`src/rtl/i2s_rx_if.sv`:
```
// i2s_rx_if: codec pins into the I2S receiver and the sample-pair bus it delivers downstream.
// The receiver takes the master modport; the codec/consumer side takes the slave modport.
interface i2s_rx_if #(
  parameter int unsigned DATA_W = 24
) ();

  logic              bclk;
  logic              lrck;
  logic              adcdat;
  logic [DATA_W-1:0] out_left;
  logic [DATA_W-1:0] out_right;
  logic              out_valid;
  logic              frame_err;

  modport master (
    input  bclk,
    input  lrck,
    input  adcdat,
    output out_left,
    output out_right,
    output out_valid,
    output frame_err
  );

  modport slave (
    output bclk,
    output lrck,
    output adcdat,
    input  out_left,
    input  out_right,
    input  out_valid,
    input  frame_err
  );

endinterface

```
`src/rtl/i2s_rx.sv`:
```
// i2s_rx: oversampled I2S deserialiser producing one signed left/right pair per frame.
// Optional short-slot detection is compiled in with I2S_RX_FRAME_CHECK_EN.
module i2s_rx #(
  parameter int unsigned DATA_W = 24,
  parameter int unsigned CNT_W  = 6
) (
  input  logic     clk,
  input  logic     reset,
  i2s_rx_if.master bus
);

  localparam logic [CNT_W-1:0] CNT_LAST = CNT_W'(DATA_W - 1);
  localparam logic [CNT_W-1:0] CNT_ONE  = CNT_W'(1);

  typedef enum logic [1:0] {
    IDLE  = 2'd0,
    SHIFT = 2'd1,
    HOLD  = 2'd2
  } state_t;

  logic [1:0]        bclk_sync;
  logic [1:0]        lrck_sync;
  logic [1:0]        dat_sync;
  logic              bclk_d;
  logic              bclk_rise;
  logic              lrck_s;
  logic              dat_s;
  logic              lrck_prev;
  logic              lrck_edge;
  logic              left_start;

  state_t            state;
  logic [CNT_W-1:0]  cnt;
  logic              chan;
  logic [DATA_W-1:0] shreg;
  logic [DATA_W-1:0] sh_next;
  logic [DATA_W-1:0] slot_word;
  logic              slot_full;
  logic              slot_short;
  logic              slot_done;

  logic [DATA_W-1:0] left_hold;
  logic [DATA_W-1:0] right_hold;
  logic              left_ok;
  logic              pair_go;

  logic [DATA_W-1:0] out_left_q;
  logic [DATA_W-1:0] out_right_q;
  logic              out_valid_q;

  // Two-flop synchronisers plus one extra bclk stage for rise detection
  always_ff @(posedge clk or posedge reset) begin
    if (reset) begin
      bclk_sync <= 2'b00;
      lrck_sync <= 2'b00;
      dat_sync  <= 2'b00;
      bclk_d    <= 1'b0;
    end else begin
      bclk_sync <= {bclk_sync[0], bus.bclk};
      lrck_sync <= {lrck_sync[0], bus.lrck};
      dat_sync  <= {dat_sync[0], bus.adcdat};
      bclk_d    <= bclk_sync[1];
    end
  end

  assign bclk_rise  = bclk_sync[1] & ~bclk_d;
  assign lrck_s     = lrck_sync[1];
  assign dat_s      = dat_sync[1];
  assign lrck_edge  = bclk_rise & (lrck_s ^ lrck_prev);
  assign left_start = lrck_edge & ~lrck_s & (state == IDLE);

  assign sh_next    = {shreg[DATA_W-2:0], dat_s};
  assign slot_short = bclk_rise & (state == SHIFT) & lrck_edge;
  assign slot_full  = bclk_rise & (state == SHIFT) & ~lrck_edge & (cnt == CNT_LAST);

`ifdef I2S_RX_FRAME_CHECK_EN
  assign slot_done = slot_full;
  assign slot_word = sh_next;
`else
  logic [DATA_W-1:0] short_word;

  // A truncated word is left-aligned with the missing LSBs zero-filled
  assign short_word = shreg << (CNT_W'(DATA_W) - cnt);
  assign slot_done  = slot_full | slot_short;
  assign slot_word  = slot_short ? short_word : sh_next;
`endif

  // Slot FSM. The bit sampled on the lrck-edge rise is the I2S delay bit,
  // so every slot enters SHIFT directly from that rise and drops the bit.
  always_ff @(posedge clk or posedge reset) begin
    if (reset) begin
      state     <= IDLE;
      cnt       <= '0;
      chan      <= 1'b0;
      shreg     <= '0;
      lrck_prev <= 1'b0;
    end else if (bclk_rise) begin
      lrck_prev <= lrck_s;
      unique case (state)
        IDLE: begin
          if (lrck_edge && !lrck_s) begin
            state <= SHIFT;
            cnt   <= '0;
            chan  <= 1'b0;
          end
        end
        SHIFT: begin
          if (lrck_edge) begin
            cnt  <= '0;
            chan <= lrck_s;
          end else begin
            shreg <= sh_next;
            cnt   <= cnt + CNT_ONE;
            if (cnt == CNT_LAST) begin
              state <= HOLD;
            end
          end
        end
        HOLD: begin
          if (lrck_edge) begin
            state <= SHIFT;
            cnt   <= '0;
            chan  <= lrck_s;
          end
        end
        default: state <= IDLE;
      endcase
    end
  end

  // Holding registers and left/right pairing
  always_ff @(posedge clk or posedge reset) begin
    if (reset) begin
      left_hold  <= '0;
      right_hold <= '0;
      left_ok    <= 1'b0;
      pair_go    <= 1'b0;
    end else begin
      pair_go <= 1'b0;
      if (left_start) begin
        left_ok <= 1'b0;
      end
      if (slot_done) begin
        if (!chan) begin
          left_hold <= slot_word;
          left_ok   <= 1'b1;
        end else begin
          right_hold <= slot_word;
          left_ok    <= 1'b0;
          pair_go    <= left_ok;
        end
      end
`ifdef I2S_RX_FRAME_CHECK_EN
      if (slot_short) begin
        left_ok <= 1'b0;
      end
`endif
    end
  end

  // Published pair; holds between strobes
  always_ff @(posedge clk or posedge reset) begin
    if (reset) begin
      out_left_q  <= '0;
      out_right_q <= '0;
      out_valid_q <= 1'b0;
    end else begin
      out_valid_q <= pair_go;
      if (pair_go) begin
        out_left_q  <= left_hold;
        out_right_q <= right_hold;
      end
    end
  end

  assign bus.out_left  = out_left_q;
  assign bus.out_right = out_right_q;
  assign bus.out_valid = out_valid_q;

`ifdef I2S_RX_FRAME_CHECK_EN
  logic frame_err_q;

  always_ff @(posedge clk or posedge reset) begin
    if (reset) begin
      frame_err_q <= 1'b0;
    end else begin
      frame_err_q <= slot_short;
    end
  end

  assign bus.frame_err = frame_err_q;
`else
  assign bus.frame_err = 1'b0;
`endif

endmodule

```
`src/flat_wrapper.sv`:
```
// flat-port wrapper written by rule: the top's interface ports become plain ports
module i2s_rx_flat 
#(
  parameter int unsigned DATA_W = 24,
  parameter int unsigned CNT_W  = 6
)
  (clk, reset, bus_bclk, bus_lrck, bus_adcdat, bus_out_left, bus_out_right, bus_out_valid, bus_frame_err);
  i2s_rx_if #(.DATA_W(DATA_W)) bus_i ();
  input  logic clk;
  input  logic reset;
  input wire logic [$bits(bus_i.bclk)-1:0] bus_bclk;
  input wire logic [$bits(bus_i.lrck)-1:0] bus_lrck;
  input wire logic [$bits(bus_i.adcdat)-1:0] bus_adcdat;
  output wire logic [$bits(bus_i.out_left)-1:0] bus_out_left;
  output wire logic [$bits(bus_i.out_right)-1:0] bus_out_right;
  output wire logic [$bits(bus_i.out_valid)-1:0] bus_out_valid;
  output wire logic [$bits(bus_i.frame_err)-1:0] bus_frame_err;
  assign bus_i.bclk = bus_bclk;
  assign bus_i.lrck = bus_lrck;
  assign bus_i.adcdat = bus_adcdat;
  assign bus_out_left = bus_i.out_left;
  assign bus_out_right = bus_i.out_right;
  assign bus_out_valid = bus_i.out_valid;
  assign bus_frame_err = bus_i.frame_err;
  i2s_rx #(.DATA_W(DATA_W), .CNT_W(CNT_W)) u_core (.clk(clk), .reset(reset), .bus(bus_i));
endmodule
```
`config.mk`:
```
export PLATFORM = sky130hd
export DESIGN_NAME = i2s_rx_flat
export DESIGN_NICKNAME = d
export VERILOG_FILES = /design/src/rtl/i2s_rx_if.sv /design/src/rtl/i2s_rx.sv /design/src/flat_wrapper.sv
export SDC_FILE = /design/constraint.sdc
export NUM_CORES = 1
export LEC_CHECK = 0
export BUFFER_PORTS_ARGS = -buffer_cell sky130_fd_sc_hd__clkbuf_2
export CORE_MARGIN = 2
export CORE_UTILIZATION = 40
export DETAILED_ROUTE_END_ITERATION = 16
export PLACE_DENSITY = 0.66
export SLEW_MARGIN = 20
export SYNTH_ARGS = -nofsm -noshare
export SYNTH_HDL_FRONTEND = slang
export SYNTH_SLANG_ARGS = --single-unit
```
`constraint.sdc`:
```
create_clock -name clk -period 5.05 [get_ports clk]
set_clock_uncertainty 0.15 [all_clocks]
set_input_delay 1.01 -clock clk [delete_from_list [all_inputs] [get_ports clk]]
set_output_delay 1.01 -clock clk [all_outputs]
set_load 0.005 [all_outputs]
```
# Word-level counts from Yosys, hierarchy flattened
# Cells that the tools add are included.
# totals
input_bits	5
wordCells	72
output_inout_bits	50
register_bits	140
# op_classes
n_eq_ne	8
n_mux	18
bitwise_logic	14
n_reduce_logical	13
add_sub_neg	2
n_shift	1
# ops
op	n
24-bit two-way mux	1
24-bit by 6-bit left shift with 24-bit output	1
6-bit two-way mux	3
6-bit case mux with 3 select lines	1
1-bit bitwise AND	8
2-bit two-way mux	4
4-bit AND reduction	2
1-bit two-way mux	7
6-bit by 1-bit adder with 6-bit output, second input constant	1
6-bit by 5-bit == test with 1-bit output, second input constant	1
2-bit != test, second input constant	3
2-bit case mux with 3 select lines	1
5-bit by 6-bit subtractor with 6-bit output, first input constant	1
5-bit AND reduction	1
2-bit by 1-bit != test with 1-bit output, second input constant	2
1-bit inverter	4
2-bit AND reduction	2
2-bit nonzero test	2
3-bit AND reduction	1
3-bit nonzero test	1
2-bit by 1-bit == test with 1-bit output, second input constant	1
2-bit == test, second input constant	1
2-bit logical NOT	1
1-bit case mux with 2 select lines	1
5 further kinds	5

# Longest topological paths before layout
# depth
depth_word	8
ltp_mapped	12

# Least setup slack after synthesis
# Ideal clock, no wire load.
# synth_timing
kind	register to register
start	reg u_core.cnt[0]
end	reg u_core.left_hold[14]
slack_ns	1.996
path_stages_with_launch	12
synth_period_minus_slack_ns	3.054
setup_ns	0.125
arrival_time_ns	2.779
path_cell_list	dfrtp_1 > buf_6 > buf_6 > buf_2 > inv_1 > ha_1 > buf_6 > mux2_4 > mux4_2 > nand2b_4 > a32o_1 > mux2_2
# synth_via
elab_chain_len	4
# synth_lines
element	line	rtl
start, declared	i2s_rx.sv:33	logic [CNT_W-1:0] cnt;
start signal, assigned	i2s_rx.sv:113	cnt <= cnt + CNT_ONE;
branches (longest 4 deep; another with 5-bit by 6-bit subtractor with 6-bit output)	n/a	
end signal, assigned	i2s_rx.sv:145	left_hold <= slot_word;
end, declared	i2s_rx.sv:42	logic [DATA_W-1:0] left_hold;
# Parallel ways; which one is timed is not known.
# A chain may end at the register's enable or synchronous reset.

# Final worst setup path
# layout_timing
start	reg u_core.cnt[1]
end	reg u_core.left_hold[22]
# Same word-level chain as after synthesis.

==> reports/metrics.cfg <==
[floorplanning]
start_util_pct = 41.05
fp.dieH_um = 137.5
core_area_um2 = 17360
num_rows = 48
dieArea_um2 = 18890
die_x_um = 137.5
num_io_pins = 55

[setup_path]
criticalPathCategory = register to register
crit_path_start_kind = register
worstPathRequired_ns = 5.17
crit_path_end_kind = register
path_max_fanout = 19
worstPathArrival_ns = 3.56
reg2reg_setup_slack_ns = 1.61

[power_and_ir_drop]
p_per_area_nw_per_um2 = 448.5
power_mw = 3.642
peakVddDrop_v = 0.0002295
leakage_nw = 3.601

[drt]
highest_layer = met4
dr_wl_met2_mm = 8.157
dr.pass1.iters = 5
wl_per_cell_um = 19.75
dr_wl_met3_mm = 1.009
vias_per_cell = 5.778
drc = 0
ant_nets = 0
wl_mm = 17.46
wl_met1_mm = 7.993
drtIter0Drc = 380
dr_total_vias = 5108

[run_status]
status = completed

[placed_design]
placement.setup.worst_slack_ns = 1.609
dp_hpwl_mm = 12.36
gp_congestion = 0.8849
port_buffers = 53
dpl.cell_count = 852

[cts]
clk_latency_ns = 0.43
clock_sinks = 140
ctsHoldBuffers = 0
clockRootBuffer = clkbuf_16
path_clk_slew_ns = 0.07
clockBufferDepth = 2
cts_setup_buffers = 0
ctsHtreeMaxLevel = 4
cts_tree = yes
numCtsBuffers = 17
cts_resized = 0

[global_route]
grt_max_degree = 76
grt_antenna_before_repair = 0
grt_pass1_vias = 5015
grt_overflow = 0
grt_first_pass_wirelength_mm = 27.92
grt_usage_pct = 19.52

[sta]
fin_crit_ns = 3.435
fmax_mhz = 291.1
fin_hold_ws_ns = 0.2035
relSlewSlack_pct = 29.56
worst_pin_slew_ns = 1.057
tns_ns = 0
rsz0062_at_grt = false
setup_viol = 0
fin_ws_ns = 1.615
min_period_over_period_pct = 68.02
slew_violations = 0
report.final.hold_viol_count = 0

[synthesis]
synth-seq-area-share_pct = 49.17
synth_area_um2 = 7124
yosysTopAreaCell = dfrtp_1
synthTopCellsByArea = dfrtp_1 49%, mux2_2 12%, mux4_2 6.6%, o21ai_0 3.4%, nand2_1 2.5%
synth_seq_cells = 140
synth_area_per_cell_um2 = 11.81
synthesis.nets = 616
synth_top_area_share_pct = 49.17
synth.distinct_cells = 61
async_flop_share_pct = 100.0
postSynthCellCount = 603
synth_top_flop_cell = dfrtp_1
yosys_warnings = 0
synth_edf_count = 0

[layout]
final_cell_mix = 138 x dfrtp_1, 79 x mux2_2, 53 x clkbuf_2
nNetsFinal = 659
finalNonFillerCells = 884
diodes = 0
final_common_cell = dfrtp_1
area_growth_pct = 13.98
layout-drive-gt1-share_pct = 33.38

[min_path]
hold_class = register to register

[job]
maxCapViolations = 0

Yosys cell counts, types with 2 or more instances:
library cell and n:
a22oi_1 8, mux4_2 21, mux2_4 2, o31ai_1 6
buf_1 3, ha_1 8, nor2_1 22, a32oi_1 8
clkbuf_1 12, buf_6 5, nand3b_1 2, nand2b_1 4
o32ai_1 2, a31oi_1 14, a2111oi_2 2, xor2_1 2
a211oi_4 4, and2_1 4, a21boi_0 3, a21oi_1 30
a211o_1 2, dfrtp_1 140, o22ai_1 2, or2_2 2
mux2_2 79, nor2b_1 6, inv_1 11, and4_1 2
o21ai_0 49, a221oi_1 2, nand3_1 23, xnor2_1 2
mux2i_1 6, or3_1 5, nand2_1 48, o31ai_2 2
and3_1 4, buf_4 4, xnor2_2 2, nor3_1 4
buf_2 13, o21ai_1 14
through the flow:
step                util (%)  area (um2)
floorplan                  -        7124
global placement       43.45        7542
detailed placement     43.50        7551
CTS                    46.78        8120
global route           46.78        8120
finish                 46.78        8120
sequential cells by signal (all words and copies together) (netlist names):
name / cells
u_core.bclk_d: 1
u_core.bclk_sync: 2
u_core.bus.out_left: 24
u_core.bus.out_right: 24
u_core.bus.out_valid: 1
u_core.chan: 1
u_core.cnt: 6
u_core.dat_sync: 2
u_core.left_hold: 24
u_core.left_ok: 1
u_core.lrck_prev: 1
u_core.lrck_sync: 2
u_core.pair_go: 1
u_core.right_hold: 24
u_core.shreg: 24
u_core.state: 2
kinds of logic after synthesis:
group / synth area share, %
AND/OR/NAND/NOR: 8.816
XOR/XNOR: 1.177
other: 0.05264
AO/OA/AOI/OAI: 15.05
multiplexers: 20.76
buffers and inverters: 3.565
flip-flops: 49.17
adder cells (fa/ha/maj): 1.405
final timing paths:
kind | startpoint | to | depth (start not counted)
max reg2reg | u_core.cnt[1]$_DFFE_PP0P_ | u_core.left_hold[22]$_DFFE_PP0P_ | 7
max | u_core.cnt[1]$_DFFE_PP0P_ | u_core.left_hold[22]$_DFFE_PP0P_ | 7
min in group asynchronous | reset | u_core.bus.out_right[22]$_DFFE_PP0P_ | 2
min reg2reg | u_core.lrck_sync[0]$_DFF_PP0_ | u_core.lrck_sync[1]$_DFF_PP0_ | 0
max in group asynchronous | reset | u_core.cnt[0]$_DFFE_PP0P_ | 3
min | u_core.lrck_sync[0]$_DFF_PP0_ | u_core.lrck_sync[1]$_DFF_PP0_ | 0
area by class of cell:
class / count / area [um2]
Clock inverter: 15 / 143.9
Fill cell: 1558 / 9236
Sequential cell: 140 / 3506
Clock buffer: 17 / 425.4
Timing Repair Buffer: 62 / 332.8
Multi-Input combinational cell: 414 / 3385
Inverter: 11 / 46.29
Tap cell: 225 / 281.5
worst max-delay path, stage by stage (launching register included):
cell	delay (ns)
dfrtp_1	0.60
inv_1	0.09
ha_1	0.83
mux2_2	0.42
mux4_2	0.51
a21boi_0	0.15
o31ai_1	0.41
o21ai_0	0.13
where the power goes:
part	switching, mW	total, mW	internal (mW)
Combinational	0.677	1.09	0.409
Sequential	0.120	1.36	1.24
Clock	0.545	1.20	0.652
layer usage:
metal / up-vias / global-route usage, %
li1: 2330 / -
met5: - / 0
met2: 162 / 29.60
met4: 0 / 6.930
met1: 2592 / 27.60
met3: 24 / 4.305
Power figures use the tool's default switching activity.
